===== src/rtl/fetch_pkg.sv =====
// Shared types and constants for the fetch-stage PC sequencer.
// The HALT state is only reachable when FETCH_MISALIGN_TRAP_EN is defined.
package fetch_pkg;

    localparam logic [31:0] RESET_PC_DEFAULT = 32'h0000_8000;
    localparam logic [31:0] INST_BYTES       = 32'd4;

    typedef enum logic [2:0] {
        IDLE,
        REQ,
        WAIT,
        DROP,
        HALT
    } fetch_state_t;

endpackage


===== src/rtl/fetch_redirect_sel.sv =====
// Redirect arbiter: CSR redirects win over jump/branch redirects.
// Reports the selected target raw, word-aligned, and whether it was misaligned.
module fetch_redirect_sel (
    input  logic        csr_valid,
    input  logic [31:0] csr_pc,
    input  logic        jump_valid,
    input  logic [31:0] jump_pc,
    output logic        taken,
    output logic        is_csr,
    output logic [31:0] target,
    output logic [31:0] target_aligned,
    output logic        misaligned
);

    always_comb begin
        taken          = csr_valid || jump_valid;
        is_csr         = csr_valid;
        target         = csr_valid ? csr_pc : jump_pc;
        target_aligned = {target[31:2], 2'b00};
        misaligned     = taken && (target[1:0] != 2'b00);
    end

endmodule


===== src/rtl/fetch_pc_ctrl.sv =====
// Fetch PC sequencer: one outstanding imem request, one-entry decode buffer,
// stale-response dropping after redirects. FETCH_MISALIGN_TRAP_EN enables misalign traps + HALT.
module fetch_pc_ctrl
    import fetch_pkg::*;
#(
    parameter logic [31:0] RESET_PC = RESET_PC_DEFAULT
) (
    input  logic        clk,
    input  logic        rst,
    input  logic        redirect_csr_valid,
    input  logic [31:0] redirect_csr_pc,
    input  logic        redirect_jump_valid,
    input  logic [31:0] redirect_jump_pc,
    output logic        imem_req_valid,
    output logic [31:0] imem_req_addr,
    input  logic        imem_req_ready,
    input  logic        imem_rsp_valid,
    input  logic [31:0] imem_rsp_data,
    output logic        inst_valid,
    output logic [31:0] inst_data,
    output logic [31:0] inst_pc,
    input  logic        inst_ready,
    output logic        misalign_trap,
    output logic [31:0] misalign_addr
);

    fetch_state_t state_q, state_d;
    logic [31:0]  pc_q, pc_d;
    logic         inst_valid_q, inst_valid_d;
    logic [31:0]  inst_data_q, inst_data_d;
    logic [31:0]  inst_pc_q, inst_pc_d;

    logic         rd_taken;
    logic         rd_is_csr;
    logic [31:0]  rd_target;
    logic [31:0]  rd_target_aligned;
    logic         rd_misaligned;
    logic         req_fire;

    fetch_redirect_sel u_redirect_sel (
        .csr_valid      (redirect_csr_valid),
        .csr_pc         (redirect_csr_pc),
        .jump_valid     (redirect_jump_valid),
        .jump_pc        (redirect_jump_pc),
        .taken          (rd_taken),
        .is_csr         (rd_is_csr),
        .target         (rd_target),
        .target_aligned (rd_target_aligned),
        .misaligned     (rd_misaligned)
    );

    // Request valid depends only on registered state and inst_ready, never on redirects.
    assign imem_req_valid = (state_q == REQ) && (!inst_valid_q || inst_ready);
    assign imem_req_addr  = pc_q;
    assign req_fire       = imem_req_valid && imem_req_ready;

`ifdef FETCH_MISALIGN_TRAP_EN
    logic        trap_q, trap_d;
    logic [31:0] trap_addr_q, trap_addr_d;
    logic        halt_pending_q, halt_pending_d;
    logic        outstanding_next;
`else
    logic        unused_sel;
    assign unused_sel = ^{rd_is_csr, rd_target, rd_misaligned};
`endif

    always_comb begin
        state_d      = state_q;
        pc_d         = pc_q;
        inst_valid_d = inst_valid_q;
        inst_data_d  = inst_data_q;
        inst_pc_d    = inst_pc_q;
`ifdef FETCH_MISALIGN_TRAP_EN
        trap_d           = 1'b0;
        trap_addr_d      = trap_addr_q;
        halt_pending_d   = halt_pending_q;
        outstanding_next = 1'b0;
`endif

        if (inst_valid_q && inst_ready) begin
            inst_valid_d = 1'b0;
        end

        unique case (state_q)
            IDLE: state_d = REQ;
            REQ: begin
                if (req_fire) begin
                    state_d = rd_taken ? DROP : WAIT;
                end
            end
            WAIT: begin
                if (imem_rsp_valid) begin
                    if (!rd_taken) begin
                        inst_valid_d = 1'b1;
                        inst_data_d  = imem_rsp_data;
                        inst_pc_d    = pc_q;
                        pc_d         = pc_q + INST_BYTES;
                    end
                    state_d = REQ;
                end else if (rd_taken) begin
                    state_d = DROP;
                end
            end
            DROP: begin
                if (imem_rsp_valid) begin
                    state_d = REQ;
                end
            end
            default: state_d = IDLE;
        endcase

`ifdef FETCH_MISALIGN_TRAP_EN
        // A request may still be in flight when we halt; remember it so the exit path drops it.
        outstanding_next = ((state_q == REQ) && req_fire) ||
                           (((state_q == WAIT) || (state_q == DROP)) && !imem_rsp_valid);
        if (state_q == HALT) begin
            state_d = HALT;
            if (imem_rsp_valid) begin
                halt_pending_d = 1'b0;
            end
            if (rd_taken && rd_is_csr) begin
                if (rd_misaligned) begin
                    trap_d      = 1'b1;
                    trap_addr_d = rd_target;
                end else begin
                    pc_d           = rd_target;
                    state_d        = (halt_pending_q && !imem_rsp_valid) ? DROP : REQ;
                    halt_pending_d = 1'b0;
                end
            end
        end else if (rd_taken) begin
            inst_valid_d = 1'b0;
            if (rd_misaligned) begin
                trap_d         = 1'b1;
                trap_addr_d    = rd_target;
                state_d        = HALT;
                halt_pending_d = outstanding_next;
            end else begin
                pc_d = rd_target;
            end
        end
`else
        if (rd_taken) begin
            pc_d         = rd_target_aligned;
            inst_valid_d = 1'b0;
        end
`endif
    end

    always_ff @(posedge clk or posedge rst) begin
        if (rst) begin
            state_q      <= IDLE;
            pc_q         <= RESET_PC;
            inst_valid_q <= 1'b0;
            inst_data_q  <= 32'd0;
            inst_pc_q    <= 32'd0;
        end else begin
            state_q      <= state_d;
            pc_q         <= pc_d;
            inst_valid_q <= inst_valid_d;
            inst_data_q  <= inst_data_d;
            inst_pc_q    <= inst_pc_d;
        end
    end

`ifdef FETCH_MISALIGN_TRAP_EN
    always_ff @(posedge clk or posedge rst) begin
        if (rst) begin
            trap_q         <= 1'b0;
            trap_addr_q    <= 32'd0;
            halt_pending_q <= 1'b0;
        end else begin
            trap_q         <= trap_d;
            trap_addr_q    <= trap_addr_d;
            halt_pending_q <= halt_pending_d;
        end
    end

    assign misalign_trap = trap_q;
    assign misalign_addr = trap_addr_q;
`else
    assign misalign_trap = 1'b0;
    assign misalign_addr = 32'd0;
`endif

    assign inst_valid = inst_valid_q;
    assign inst_data  = inst_data_q;
    assign inst_pc    = inst_pc_q;

endmodule

===== config.mk =====
export PLATFORM = sky130hd
export DESIGN_NAME = fetch_pc_ctrl
export DESIGN_NICKNAME = d
export VERILOG_FILES = /design/src/rtl/fetch_pkg.sv /design/src/rtl/fetch_redirect_sel.sv /design/src/rtl/fetch_pc_ctrl.sv
export SDC_FILE = /design/constraint.sdc
export NUM_CORES = 1
export LEC_CHECK = 0
export BUFFER_PORTS_ARGS = -buffer_cell sky130_fd_sc_hd__buf_2
export CORE_UTILIZATION = 30
export CTS_BUF_LIST = sky130_fd_sc_hd__clkbuf_16
export DETAILED_ROUTE_END_ITERATION = 7
export GPL_TIMING_DRIVEN = 0
export PLACE_DENSITY_LB_ADDON = 0.08
export SYNTH_ARGS = -nofsm -noshare
export SYNTH_HDL_FRONTEND = slang
export SYNTH_SLANG_ARGS = --single-unit

===== constraint.sdc =====
create_clock -name clk -period 3.1 [get_ports clk]
set_input_delay 0.465 -clock clk [delete_from_list [all_inputs] [get_ports clk]]
set_output_delay 0.465 -clock clk [all_outputs]
set_load 0.01 [all_outputs]

======== Word level (Yosys, flattened, before mapping) ========
Index checks and enable logic that the tools add are counted.
W data, S select, Z words.
word-level totals
  logic and storage cells ................. 39
  memory bits (read-only) ................. 0
  bits in writable memories ............... 0
  bits in latches ......................... 0
  memories ................................ 0
  bits in registers ....................... 100
  bits of input ports ..................... 103
cells by class
  multiplexer cells ....................... 14
  $mul .................................... 0
  shift-type cells ........................ 0
  add/subtract/negate cells ............... 1
  reduce and logical (&&, ||, !) cells .... 12
  divide/modulo/power cells ............... 0
  bitwise operators ....................... 1
  equal/unequal tests ..................... 6
  $lt $le $gt $ge ......................... 0
operators by type and width
  cell                     count
  $mux W32                 4
  $add A32 B3 Y32 const B  1
  $mux W3                  4
  $pmux W3 S4              1
  $eq A3 B2 Y1 const B     2
  $reduce_and A3 Y1        2
  $mux W1                  5
  $ne A2 B2 Y1 const B     2
  $reduce_bool A2 Y1       2
  $eq A3 B1 Y1 const B     1
  $logic_and A1 B1 Y1      3
  $logic_not A3 Y1         1
  $ne A3 B3 Y1 const B     1
  $logic_or A1 B1 Y1       2
  $reduce_and A2 Y1        1
  $logic_not A1 Y1         1
  $not A1 Y1               1

======== Depth between registers and ports, before layout ========
  depth after elaboration ................. 6
  gate-level depth with buffers ........... 6

======== Hierarchy ========
A second synthesis with hierarchy kept.
unflattened totals
  cell total of the unflattened synthesis .. 448
  area, all modules ....................... 5328.9 sq um
modules (own cells, without submodules)
  module              cells an instance  instances  area each (sq um)
  fetch_pc_ctrl       374                1          4528.1
  fetch_redirect_sel  74                 1          800.8

======== Worst setup path after synthesis ========
No wires, ideal clock.
  kind .................................... input port to flip-flop
  start point ............................. input redirect_csr_valid
  end point ............................... register inst_data_q[0], in the netlist inst_data[0]
  arrival ................................. 1.597 ns
  library setup time ...................... 0.125 ns
  stages on the path ...................... 5
  setup slack ............................. 1.378 ns
  data required time ...................... 2.975 ns
  path through ............................ or2_1 buf_2 nor2_2 buf_2 mux2_2
between the ends
  longest elaborated chain between the ends .. 3
ends and longest elaborated chain
  what                         line                      text
  start, declared              fetch_pc_ctrl.sv:10       input logic redirect_csr_valid,
  $logic_or A1 B1 Y1           fetch_redirect_sel.sv:16  taken = csr_valid || jump_valid;
  $not A1 Y1 (no line)         -
  $reduce_and A3 Y1 (no line)  -
  end signal, assigned         fetch_pc_ctrl.sv:161      inst_data_q <= inst_data_d;
  end, declared                fetch_pc_ctrl.sv:30       logic [31:0] inst_data_q, inst_data_d;
Every way passes these cells.
A chain may end at the register's enable or synchronous reset.

======== Worst setup path after layout ========
  start point ............................. register pc_q[14], in the netlist imem_req_addr[14]
  end point ............................... register pc_q[27], in the netlist imem_req_addr[27]
between the ends
  longest elaborated chain between the ends .. 4
ends and longest elaborated chain
  what                    line                  text
  start, declared         fetch_pc_ctrl.sv:28   logic [31:0] pc_q, pc_d;
  start signal, assigned  fetch_pc_ctrl.sv:159  pc_q <= pc_d;
  $add A32 B3 Y32         fetch_pc_ctrl.sv:97   pc_d = pc_q + INST_BYTES;
  $mux W32                fetch_pc_ctrl.sv:92   if (imem_rsp_valid) begin
  $mux W32                fetch_pc_ctrl.sv:84   unique case (state_q)
  $mux W32                fetch_pc_ctrl.sv:143  if (rd_taken) begin
Every way passes these cells. The select of a mux whose other input is x is not followed.

==> impl_metrics.yaml <==
sta:
  setup_viol: 0
  drv_slew: 0
  whs_ns: 0.212
  fin_crit_sh: 0.660
  fin_crit_ns: 2.05
  rsz0062_at_grt: "no"
  hold_viol: 0
  slew_headroom: 0.532
  fin_skew_ns: 0.00346
  worstMarginPinSlew_ns: 0.701
  layout_setup_ws_ns: 1.05
  clock.fmax_mhz: 489
clocking:
  clock_path_buffers: 2
  cts_resized: 0
  postCtsSetupBuffers: 0
  clock-sinks: 95
  cts_buffers: 9
  cts_hold_buf: 0
  insertion_delay_ns: 0.35
  cts_tree: "yes"
  cts.reportedPaths.clkPinSlew_ns: 0.07
  root_buffer: "clkbuf_16"
  h-tree-depth: 3
place:
  dp_slack_ns: 0.727
  gp_congestion: 0.773
  port_buffers: 192
  place_hpwl_mm: 11.0
  placed_area_mm2: 0.00622
  placedCellCount: 871
worst_setup_path:
  worstPathMaxFanout: 8
  worst_ep_required_time_ns: 3.31
  critPathCaptureType: "flop"
  start_kind: "flop"
  cp.arrival_ns: 2.25
  setup.worst_path.start: "imem_req_addr[14]"
  timing.rr.start: "imem_req_addr[14]"
  path_class: "reg2reg"
finish:
  final_area_mm2: 0.00653
  multi_input_area_mm2: 0.00219
  syn_to_final_growth_pct: 35.4
  fillers: 1593
  fin_cells: 888
  nNetsFinal: 775
  drive_gt1_frac: 0.481
  final_cell_mix: "buf_2 (200), dfrtp_1 (94), mux2_2 (58)"
  seq_area_mm2: 0.00238
  final_common_cell: "buf_2"
floorplan:
  io-pin-count: 234
  die_area_mm2: 0.0166
  die_width_um: 129
  rows: 45
  die_h_um: 129
  core-area_mm2: 0.0154
  floorplan.initialDensity: 0.313
logic_synthesis:
  synth_ff_type: "dfrtp_1"
  syn-cell-area_mm2: 0.00483
  synth-edff-count: 0
  yosys.area.top_type: "dfrtp_1"
  yosysWarnings: 0
  async_flop_share: 1.00
  yosysSeqAreaShare: 0.493
  synth_area_leaders: "dfrtp_1 (49%), mux2_2 (14%), buf_4 (5.8%), xor2_1 (2.9%), nand4_1 (2.5%)"
  synth_top_area_frac: 0.487
  netlist_instances: 431
  syn_area_per_cell_um2: 11.2
  ys_types: 50
  ys_seq_elements: 95
global_route:
  grt_max_degree: 50
  antenna_found_initial: 1
  track_usage: 0.180
  grt_pass1_wl_mm: 22.1
  grt_remaining_overflow: 0
  first_global_vias: 4088
pwr:
  power_density_mw_per_mm2: 512
  peakVddDrop_mv: 0.302
  power.total_mw: 3.35
  p_leak_nw: 3.43
routing:
  drc: 0
  ant_nets: 0
  wirelength_mm: 14.3
  wire_per_inst_um: 16.1
  via_per_inst: 4.55
  drtIter0Drc: 175
  vias: 4044
  firstDrtPassIters: 4
hold_path:
  hp-class: "in2async"
status:
  status: "completed"
job:
  maxCapViolations: 0
[power by group]
group / total [mW] / internal [mW] / switching [mW]
Clock: 1.19 / 0.701 / 0.486
Sequential: 1.51 / 1.38 / 0.128
Combinational: 0.647 / 0.319 / 0.328
Total: 3.35 / 2.41 / 0.943
[critical path, stage by stage, from the launching register on]
cell	delay [ns]
dfrtp_1	0.34
clkbuf_1	0.35
nand4_1	0.24
nor4_4	0.49
nand4_1	0.19
xor2_1	0.22
a21oi_2	0.08
[kinds of logic (layout without fill, tap and decap cells)]
family	after synthesis	count (layout)	synth area share
adder cells (fa/ha/maj)	1	1	0.00259
XOR/XNOR	23	23	0.0417
flip-flops	95	95	0.493
AND/OR/NAND/NOR	113	113	0.135
AO/OA/AOI/OAI	64	64	0.0876
other	1	38	0.000777
buffers and inverters	66	275	0.0822
multiplexers	68	68	0.157
[flip-flops by register name (all words and copies together), names as in the netlist]
| register | flops |
|---|---|
| inst_pc | 30 |
| state_q | 2 |
| inst_valid | 1 |
| inst_data | 32 |
| imem_req_addr | 30 |
[worst paths after layout]
| check | to | slack, ns | cells after the start |
|---|---|---|---|
| max | imem_req_addr[27] | 1.05 | 6 |
| max reg2reg | imem_req_addr[27] | 1.05 | 6 |
| max in group asynchronous | imem_req_addr[15] | 2.18 | 3 |
| min in group clk | imem_req_addr[7] | 0.32 | 3 |
| min reg2reg | inst_pc[14] | 0.49 | 1 |
| min | inst_data[19] | 0.21 | 2 |
[Yosys cell counts, types with 3 or more instances]
cell,count
xor2_1,16
nor2_1,21
inv_1,7
and2_1,3
nor4_4,3
nand3_1,7
clkbuf_1,11
o21ai_0,13
mux2i_1,5
nor2b_1,10
nand2_1,26
a21oi_2,4
mux2_2,58
xnor2_1,7
buf_1,3
buf_2,8
and3_1,8
nand4_1,19
dfrtp_1,94
a21oi_1,18
buf_4,37
mux2_1,5
a211oi_1,11
[metal layers]
layer	vias up	track usage	share of wire
met1	1944	0.229	0.44
met5	-	0	0
li1	1938	-	-
met3	18	0.0262	0.051
met2	144	0.303	0.49
met4	0	0.0796	0.020
[stage by stage]
stage	setup TNS [ns]	util
after floorplan	0	-
after global placement	-110.54	0.401
after detailed placement	0	0.403
after CTS	0	0.423
after global routing	0	0.423
final	0	0.423
[layout make-up]
type                            instances  area share
Multi-Input combinational cell        306       0.335
Antenna cell                            1    0.000383
Clock inverter                          7      0.0136
Buffer                                 59      0.0567
Timing Repair Buffer                  193       0.151
Sequential cell                        95       0.364
Clock buffer                            9      0.0345
Tap cell                              211      0.0404
Inverter                                7     0.00441
Note: power is estimated with default switching activity, not from simulation.
